File: config.mk
export PLATFORM = sky130hd
export DESIGN_NAME = token_ring_arbiter_flat
export DESIGN_NICKNAME = d
export VERILOG_FILES = /design/src/rtl/token_ring_pkg.sv /design/src/rtl/token_ring_arbiter_if.sv /design/src/rtl/token_station.sv /design/src/rtl/token_ring_arbiter.sv /design/src/flat_wrapper.sv
export SDC_FILE = /design/constraint.sdc
export NUM_CORES = 1
export LEC_CHECK = 0
export ABC_AREA = 1
export CAP_MARGIN = 5
export CORE_MARGIN = 8
export CORE_UTILIZATION = 54
export CTS_BUF_LIST = sky130_fd_sc_hd__clkbuf_4 sky130_fd_sc_hd__clkbuf_8
export DETAILED_ROUTE_END_ITERATION = 7
export PLACE_DENSITY = 0.86
export REMOVE_ABC_BUFFERS = 1
export SKIP_CTS_REPAIR_TIMING = 1
export SLEW_MARGIN = 20
export SYNTH_ARGS = -nofsm -noshare
export SYNTH_HDL_FRONTEND = slang
export SYNTH_HIERARCHICAL = 1
export SYNTH_SLANG_ARGS = --single-unit
File: constraint.sdc
create_clock -name clk -period 2.6 [get_ports clk]
set_input_delay 0.52 -clock clk [delete_from_list [all_inputs] [get_ports clk]]
set_output_delay 0.52 -clock clk [all_outputs]
set_load 0.02 [all_outputs]
File: src/rtl/token_ring_pkg.sv
// rtl/token_ring_pkg.sv - shared FSM state enum and index-width helper for the token ring arbiter
package token_ring_pkg;

  typedef enum logic [1:0] {
    IDLE = 2'd0,
    PASS = 2'd1,
    HOLD = 2'd2
  } state_t;

  localparam int MAX_STATIONS = 32;

  function automatic int idx_w(input int n);
    return (n > 1) ? $clog2(n) : 1;
  endfunction

endpackage

File: src/rtl/token_ring_arbiter_if.sv
// rtl/token_ring_arbiter_if.sv - request/release/grant bundle between ring stations and the arbiter
interface token_ring_arbiter_if #(
  parameter int N_STATIONS = 4
);
  import token_ring_pkg::*;

  localparam int IDX_W = idx_w(N_STATIONS);

  logic                  init;
  logic                  enable;
  logic [N_STATIONS-1:0] req;
  logic [N_STATIONS-1:0] rel;
  logic [N_STATIONS-1:0] grant;
  logic [IDX_W-1:0]      tok_pos;
  logic                  tok_valid;

  modport master (
    output init, enable, req, rel,
    input  grant, tok_pos, tok_valid
  );

  modport slave (
    input  init, enable, req, rel,
    output grant, tok_pos, tok_valid
  );

endinterface

File: src/rtl/token_station.sv
// rtl/token_station.sv - one ring station: masks its req/release by token presence and holds its grant flop
module token_station
  import token_ring_pkg::*;
(
  input  logic clk,
  input  logic reset,
  input  logic enable,
  input  logic here,
  input  logic req,
  input  logic rel,
  input  logic set_grant,
  input  logic clr_grant,
  output logic req_here,
  output logic rel_here,
  output logic grant
);

  // Only the station holding the token may influence the ring.
  assign req_here = here & req;
  assign rel_here = here & rel;

  always_ff @(posedge clk or posedge reset) begin
    if (reset) begin
      grant <= 1'b0;
    end else if (enable) begin
      if (clr_grant) begin
        grant <= 1'b0;
      end else if (set_grant && here) begin
        grant <= 1'b1;
      end
    end
  end

endmodule

File: src/rtl/token_ring_arbiter.sv
// rtl/token_ring_arbiter.sv - token ring arbiter top: ring pointer, IDLE/PASS/HOLD FSM, optional hold cap (TOKEN_HOLD_LIMIT_EN)
module token_ring_arbiter
  import token_ring_pkg::*;
#(
  parameter int N_STATIONS = 4,
  parameter int INIT_POS   = 0,
  parameter int HOLD_MAX   = 15
) (
  input  logic                 clk,
  input  logic                 reset,
  token_ring_arbiter_if.slave  bus
);

  localparam int               IDX_W    = idx_w(N_STATIONS);
  localparam logic [IDX_W-1:0] INIT_IDX = IDX_W'(INIT_POS);
  localparam logic [IDX_W-1:0] LAST_IDX = IDX_W'(N_STATIONS - 1);

  // Out-of-range parameter sets elaborate this marker block so they show up in the hierarchy.
  if (N_STATIONS < 2 || N_STATIONS > MAX_STATIONS || INIT_POS < 0 ||
      INIT_POS >= N_STATIONS || HOLD_MAX < 1) begin : g_illegal_params
  end

  state_t                state;
  logic [IDX_W-1:0]      tok_pos;
  logic [IDX_W-1:0]      next_pos;
  logic                  tok_valid_q;
  logic [N_STATIONS-1:0] grant_q;
  logic [N_STATIONS-1:0] hit_req;
  logic [N_STATIONS-1:0] hit_rel;
  logic                  en;
  logic                  do_init;
  logic                  req_here;
  logic                  rel_here;
  logic                  hold_limit;
  logic                  go_hold;
  logic                  leave_hold;
  logic                  clr_grant;

  assign en       = bus.enable;
  assign do_init  = en & bus.init;
  assign req_here = |hit_req;
  assign rel_here = |hit_rel;
  assign next_pos = (tok_pos == LAST_IDX) ? '0 : tok_pos + 1'b1;

`ifdef TOKEN_HOLD_LIMIT_EN
  localparam int CNT_W = $clog2(HOLD_MAX) + 1;

  logic [CNT_W-1:0] hold_cnt;

  assign hold_limit = (hold_cnt == CNT_W'(HOLD_MAX - 1));

  // Counts enabled HOLD cycles; frozen with the rest of the state while enable is low.
  always_ff @(posedge clk or posedge reset) begin
    if (reset) begin
      hold_cnt <= '0;
    end else if (en) begin
      if (bus.init || go_hold) begin
        hold_cnt <= '0;
      end else if (state == HOLD && !leave_hold) begin
        hold_cnt <= hold_cnt + 1'b1;
      end
    end
  end
`else
  assign hold_limit = 1'b0;
`endif

  assign go_hold    = en & ~bus.init & (state == PASS) & req_here;
  assign leave_hold = en & ~bus.init & (state == HOLD) & (rel_here | ~req_here | hold_limit);
  assign clr_grant  = leave_hold | do_init;

  // Init outranks everything; after a release the pointer always moves on, so the
  // released station is only revisited once every other station has seen the token.
  always_ff @(posedge clk or posedge reset) begin
    if (reset) begin
      state       <= IDLE;
      tok_pos     <= '0;
      tok_valid_q <= 1'b0;
    end else if (en) begin
      if (bus.init) begin
        state       <= PASS;
        tok_pos     <= INIT_IDX;
        tok_valid_q <= 1'b1;
      end else begin
        case (state)
          IDLE: begin
            state       <= IDLE;
            tok_valid_q <= 1'b0;
          end
          PASS: begin
            if (req_here) begin
              state <= HOLD;
            end else begin
              tok_pos <= next_pos;
            end
          end
          HOLD: begin
            if (leave_hold) begin
              state   <= PASS;
              tok_pos <= next_pos;
            end
          end
          default: begin
            state       <= IDLE;
            tok_valid_q <= 1'b0;
          end
        endcase
      end
    end
  end

  for (genvar i = 0; i < N_STATIONS; i++) begin : g_station
    token_station u_station (
      .clk       (clk),
      .reset     (reset),
      .enable    (en),
      .here      (tok_pos == IDX_W'(i)),
      .req       (bus.req[i]),
      .rel       (bus.rel[i]),
      .set_grant (go_hold),
      .clr_grant (clr_grant),
      .req_here  (hit_req[i]),
      .rel_here  (hit_rel[i]),
      .grant     (grant_q[i])
    );
  end

  assign bus.grant     = en ? grant_q : '0;
  assign bus.tok_pos   = tok_pos;
  assign bus.tok_valid = en & tok_valid_q;

endmodule

File: src/flat_wrapper.sv
// flat-port wrapper written by rule: the top's interface ports become plain ports
module token_ring_arbiter_flat import token_ring_pkg::*;
#(
  parameter int N_STATIONS = 4,
  parameter int INIT_POS   = 0,
  parameter int HOLD_MAX   = 15
)
  (clk, reset, bus_init, bus_enable, bus_req, bus_rel, bus_grant, bus_tok_pos, bus_tok_valid);
  token_ring_arbiter_if #(.N_STATIONS(N_STATIONS)) bus_i ();
  input  logic clk;
  input  logic reset;
  input wire logic [$bits(bus_i.init)-1:0] bus_init;
  input wire logic [$bits(bus_i.enable)-1:0] bus_enable;
  input wire logic [$bits(bus_i.req)-1:0] bus_req;
  input wire logic [$bits(bus_i.rel)-1:0] bus_rel;
  output wire logic [$bits(bus_i.grant)-1:0] bus_grant;
  output wire logic [$bits(bus_i.tok_pos)-1:0] bus_tok_pos;
  output wire logic [$bits(bus_i.tok_valid)-1:0] bus_tok_valid;
  assign bus_i.init = bus_init;
  assign bus_i.enable = bus_enable;
  assign bus_i.req = bus_req;
  assign bus_i.rel = bus_rel;
  assign bus_grant = bus_i.grant;
  assign bus_tok_pos = bus_i.tok_pos;
  assign bus_tok_valid = bus_i.tok_valid;
  token_ring_arbiter #(.N_STATIONS(N_STATIONS), .INIT_POS(INIT_POS), .HOLD_MAX(HOLD_MAX)) u_core (.clk(clk), .reset(reset), .bus(bus_i));
endmodule
# --- After elaboration in Yosys (flattened, before gate mapping) ---
# Cells that the tools add are included.
totals:
  register_bits: 9
  latch_bits: 0
  mem_bits_rw: 0
  mem_bits_ro: 0
  wordCells: 76
  memories: 0
classes:
  addsub: 1
  mul: 0
  n_div: 0
  n_lt_le_gt_ge: 0
  eq_ne: 9
  shifts: 0
  n_mux: 20
  n_bitwise: 19
  n_reduce_logical: 20
op_table:
  columns: ["operator", "count"]
  rows:
  - ["bitwise AND 1 bit", 15]
  - ["2-to-1 mux 2 bit", 7]
  - ["2-to-1 mux 1 bit", 10]
  - ["AND reduction 2 bit", 5]
  - ["case mux 2 bit (2 select lines)", 2]
  - ["nonzero test 2 bit", 4]
  - ["OR reduction 4 bit", 2]
  - ["equality test 2 bit (second input constant)", 3]
  - ["!= test 3 x 2 -> 1 bit (second input constant)", 2]
  - ["equality test 2 x 1 -> 1 bit (second input constant)", 2]
  - ["logical AND 1 bit", 4]
  - ["2-to-1 mux 4 bit", 1]
  - ["AND reduction 4 bit", 1]
  - ["!= test 3 bit (second input constant)", 1]
  - ["AND reduction 3 bit", 1]
  - ["nonzero test 3 bit", 1]
  - ["adder 2 x 1 -> 2 bit (second input constant)", 1]
  - ["zero test 2 bit", 1]
  - ["!= test 2 x 1 -> 1 bit (second input constant)", 1]
  - ["inverter 1 bit", 2]
  - ["OR 1 bit", 2]
  - ["OR reduction 2 bit", 1]

# --- Depth between registers and ports, before layout ---
logic_depth:
  ltp_word: 9
  mapped_depth: 13
  depth_no_buf: 13

# --- Hierarchy ---
# The synthesis kept the hierarchy.
modules_own_cells:
  columns: ["module", "instances", "cells_per_inst", "area_per_inst_um2", "seq_area_each_um2"]
  rows:
  - ["token_ring_arbiter", 1, 75, 505.5, 125.1]
  - ["token_station", 4, 11, 73.8, 25.0]

# --- Least setup slack after synthesis ---
# Ideal clock, no wire load.
synth_timing:
  path_type: "flip-flop to flip-flop"
  startpoint: "reg u_core.tok_pos[0], in the netlist u_core/bus.tok_pos[0]"
  endpoint: "reg u_core.g_station[0].u_station.grant"
  setup_ns: 0.117
  arrival_time_ns: 1.558
  setup_slack_ns: 0.925
  path_stages_with_launch: 13
  path_buffers: 0
  period_less_slack_ns: 1.675
  cell_sequence: "dfrtp_1 > inv_1 > ha_1 > nand2_1 > inv_1 > nor2_2 > nand2_1 > nand2_1 > nand3_1 > nand2_1 > nand2_1 > clkinv_1 > a21oi_2"
synth_via:
  elab_chain_cells: 9
synth_lines:
  columns: ["element", "line_no", "rtl"]
  rows:
  - ["start, declared", "token_ring_arbiter.sv:24", "logic [IDX_W-1:0] tok_pos;"]
  - ["start signal, assigned", "token_ring_arbiter.sv:94", "tok_pos <= next_pos;"]
  - ["start signal, assigned", "token_ring_arbiter.sv:100", "tok_pos <= next_pos;"]
  - ["zero test 2 bit *", "token_ring_arbiter.sv:117", ".here (tok_pos == IDX_W'(i)),"]
  - ["bitwise AND 1 bit *", "token_station.sv:19", "assign req_here = here & req;"]
  - ["via u_core.hit_req[0]", "token_ring_arbiter.sv:28", "logic [N_STATIONS-1:0] hit_req;"]
  - ["OR reduction 4 bit *", "token_ring_arbiter.sv:41", "assign req_here = |hit_req;"]
  - ["inverter 1 bit *", "token_ring_arbiter.sv:69", "assign leave_hold = en & ~bus.init & (state == HOLD) & (rel_here | ~req_here | hold_limit);"]
  - ["OR 1 bit *", "token_ring_arbiter.sv:69", null]
  - ["bitwise AND 1 bit *", "token_ring_arbiter.sv:69", null]
  - ["OR 1 bit *", "token_ring_arbiter.sv:70", "assign clr_grant = leave_hold | do_init;"]
  - ["via u_core.clr_grant", "token_ring_arbiter.sv:37", "logic clr_grant;"]
  - ["nonzero test 2 bit (no source line)", null, null]
  - ["AND reduction 2 bit (no source line)", null, null]
  - ["end signal, assigned", "token_station.sv:24", "grant <= 1'b0;"]
  - ["end signal, assigned", "token_station.sv:27", "grant <= 1'b0;"]
  - ["end signal, assigned", "token_station.sv:29", "grant <= 1'b1;"]
  - ["end, declared", "token_station.sv:15", "output logic grant"]
# The timed path passes the listed nets; every way through them passes the cells marked *.
# A chain may end at the register's enable or synchronous reset.

# --- Worst setup path after layout ---
layout_timing:
  startpoint: "in bus_enable"
  endpoint: "out bus_tok_valid"
layout_via:
  elab_chain_cells: 1
layout_lines:
  columns: ["element", "line_no", "rtl"]
  rows:
  - ["start, declared", "flat_wrapper.sv:13", "input wire logic [$bits(bus_i.enable)-1:0] bus_enable;"]
  - ["bitwise AND 1 bit", "token_ring_arbiter.sv:130", "assign bus.tok_valid = en & tok_valid_q;"]
  - ["end, declared", "flat_wrapper.sv:18", "output wire logic [$bits(bus_i.tok_valid)-1:0] bus_tok_valid;"]
# No other way between the ends.

==> qor_table.md <==
| Result | This run | Unit |
|:---|:---|:---|
| Gate family responsible for the most delay along the worst path | buffers and inverters | - |
| Worst Clk Skew | 2.635 | ps |
| Number of levels the H-tree was split into | 1 | - |
| Final number of setup-violating endpoints | 0 | - |
| Worst Reg2Reg Path Length in Cells | 13 | - |
| Bufs and invs on worst path | 3 | - |
| Kind of start point of the critical path | input pin | - |
| Met3 track demand over resource in global routing | 0.03261 | - |
| Number of storage elements in the synthesis netlist | 9 | - |
| Number of global-route vias before repair | 701 | - |
| Met2 usage in global routing | 0.2462 | - |
| Static power due to leakage | 0.5946 | nW |
| Die Width | 54.51 | µm |
| Post-Route Setup TNS | 0 | ps |
| Setup CP Type | in -> out | - |
| Setup repair after global routing missed its margin | no | - |
| Status | completed | - |
| Floorplan die height | 54.51 | µm |
| Fraction of layout cells with a size suffix above 1 | 0.1489 | - |
| Detailed placement HPWL | 1524 | µm |
| Flop-to-flop setup slack | 830 | ps |
| Fillers | 119 | - |
| Number of sinks on the clock net | 9 | - |
| Number of antenna violations at the first check in global routing | 0 | - |
| Final-layout worst hold slack | 480.3 | ps |
| Area share of the largest cell type after synthesis | 0.2813 | - |
| Slew Limit Fails | 0 | - |
| Power density over the cells | 720.8 | nW/µm² |
| Stage delay of the slowest cell on the critical path | 590 | ps |
| Pin count of the biggest net entering global routing | 19 | - |
| Remaining routing DRC violations | 0 | - |
| Master cell of the clock root buffer | clkbuf_4 | - |
| Max Cap Violations | 0 | - |
| Clk buf depth | 2 | - |
| Via count of the routed design | 740 | - |
| Critical path peak fanout | 6 | - |
| Total routed wirelength | 1854 | µm |
| Worst-Margin Slew | 288.9 | ps |
| Mean Syn Cell Area | 6.729 | µm² |
| Global-route layer with the greatest usage | met2 | - |
| R2R Path Start | u_core/bus.tok_pos[0]$_DFFE_PP0P_ | - |
| Post-route fraction of the period consumed by the critical path | 0.9045 | - |
| Total area of multi-input combinational cells | 424.2 | µm² |
| Final core utilization | 0.7108 | - |
| Final min period | 2352 | ps |
| Design area | 1033 | µm² |
| I/O pin total | 19 | - |
| Most area-hungry cell type in the Yosys netlist | dfrtp_1 | - |
| Maximum clock frequency | 0.4252 | GHz |
| Worst vdd rail ir drop | 0.0005927 | V |
| Total cell area at the placement stage | 1003 | µm² |
| Average wire per cell in the routed design | 11.81 | µm |
| RePlAce Congestion | 0.7719 | - |
| Port-buffer cells | 18 | - |
| Number of library cell types mapped by synthesis | 16 | - |
| Final-report hold violation count | 0 | - |
| Clk_lat worst skew | 270 | ps |
| Post-placement cell count | 153 | - |
| Clock slew at reported path FFs | 70 | ps |
| All-Layer GR Usage | 0.1410 | - |
| Core outline area | 1454 | µm² |
| Data required, critical path | 2080 | ps |
| Drt via density | 4.713 | - |
| Number of nets with antenna violations after routing | 0 | - |
| Synth-to-Final Area Change | 29.06 | % |
| Headroom to the max-slew limit | 0.8068 | - |
| Cell chain of the critical path | clkdlybuf4s50_1 -> nand2_1 -> inv_1 -> clkdlybuf4s50_1 | - |
| M1 GR Usage | 0.1500 | - |
| Number of nets in the final layout | 161 | - |
| Number of cells in the finished layout apart from fillers | 157 | - |
| GR Overflow Total | 0 | - |
| Arrival time at the worst endpoint | 1830 | ps |
| Number of synthesis warnings | 6 | - |
| Detailed-routing iteration count for the pre-antenna-repair pass | 4 | - |
| Sequential cell area in the final layout | 225.2 | µm² |
| End of the worst hold path | u_core/tok_valid_q$_DFFE_PP0P_ | - |
| Post-Syn Area | 800.8 | µm² |
| Number of stages on the worst hold path | 2 | - |
| Total die area | 2971 | µm² |
| Leading cell type in the layout, fill and taps excluded | nand2_1 | - |
| Critical-path cell with the highest stage delay | clkdlybuf4s50_1 | - |
| Initial standard-cell utilization of the core | 0.5508 | - |
| Hold Path Class | reg -> reg | - |
| Sequential fraction of the synthesis area | 0.2813 | - |
| Antenna diode count | 0 | - |
| Standard-cell rows | 14 | - |
| Most used cell, CP | clkdlybuf4s50_1 | - |
| First-pass GRT wire length | 3056 | µm |
| Worst flop-to-flop path endpoint | u_core/g_station[0].u_station/grant$_DFFE_PP0P_ | - |
| Beginning of the critical path | bus_enable | - |
| Type of element capturing the critical path | output port | - |
| Largest cells by area after synthesis | dfrtp_1 (28%), nand2_1 (16%), inv_1 (16%) | - |
| CTS tree | built | - |
| Hold Path Origin | u_core/tok_valid_q$_DFFE_PP0P_ | - |
| Number of DRC markers in iteration 0 | 13 | - |
| Num CTS Buffers | 3 | - |
| Gate count after technology mapping | 119 | - |
| Most frequent cells in the layout | nand2_1 (35), inv_1 (34), clkdlybuf4s50_1 (18), dfrtp_1 (9) | - |
[synth_stat cells, drive strengths merged]
library cell and number:
ha 7, and3 1, nand3 9, buf 1, a21oi 5, nand2 35, nor3 1, nor2 8
inv 35, clkinv 4, nand4 4, dfrtp 9
[worst max-delay path by stage]
stage                                                                 end  cells after the start  slack, ps
after floorplan           u_core/g_station[0].u_station/grant$_DFFE_PP0P_                     12        930
after global placement                                      bus_tok_valid                      4        270
after detailed placement                                    bus_tok_valid                      4        240
after CTS                                                   bus_tok_valid                      4        240
after global routing                                        bus_tok_valid                      4        150
final                                                       bus_tok_valid                      4        250
[per-layer routing]
layer,vias up,share of wire
met3,5,0.047
met5,-,0
met4,0,0.023
met2,17,0.52
li1,390,-
met1,328,0.41
[worst reg2reg max path: cells and delay by family, from the launching register on]
kind                       cells  cell delay, ps
DFF                            1             440
buffers and inverters          4             240
AOI/OAI and AO/OA              1             100
adders and majority gates      1             250
and+or+nand+nor                7             660
[cell families (layout without fill, tap and decap cells)]
kind of cell / Yosys count / after routing / synth area share
AND/OR/NAND/NOR: 58 / 58 / 0.3563
AO/OA/AOI/OAI: 5 / 5 / 0.06406
flip-flops: 9 / 9 / 0.2813
adder cells (fa/ha/maj): 7 / 7 / 0.1094
buffers and inverters: 40 / 62 / 0.1890
[through the flow]
| stage | total power, mW | setup slack [ps] |
|---|---|---|
| after CTS | 0.7493 | 237.8 |
| after floorplan | 0.4880 | 926.3 |
| after detailed placement | 0.6151 | 244.9 |
| after global routing | 0.8067 | 150.8 |
| after global placement | 0.5961 | 270.1 |
| final | 0.7449 | 248.2 |
[state kept, by name (all words and copies together) (netlist names)]
register	flops
u_core/bus.tok_pos	2
u_core/tok_valid_q	1
u_core/state	2
u_core/g_station.u_station/grant	4
[where the power goes]
part	internal (mW)	switching (mW)	total, mW	leakage [nW]
Sequential	0.177	0.0383	0.216	0.118
Clock	0.0700	0.0604	0.130	0.0184
Combinational	0.162	0.237	0.399	0.458
[cell type report]
| type | count | area share |
|---|---|---|
| Timing Repair Buffer | 19 | 0.1816 |
| Tap cell | 16 | 0.01937 |
| Clock buffer | 4 | 0.02906 |
| Inverter | 39 | 0.1416 |
| Sequential cell | 9 | 0.2179 |
| Multi-Input combinational cell | 70 | 0.4104 |
No activity file was read; power rests on OpenSTA's default activity.
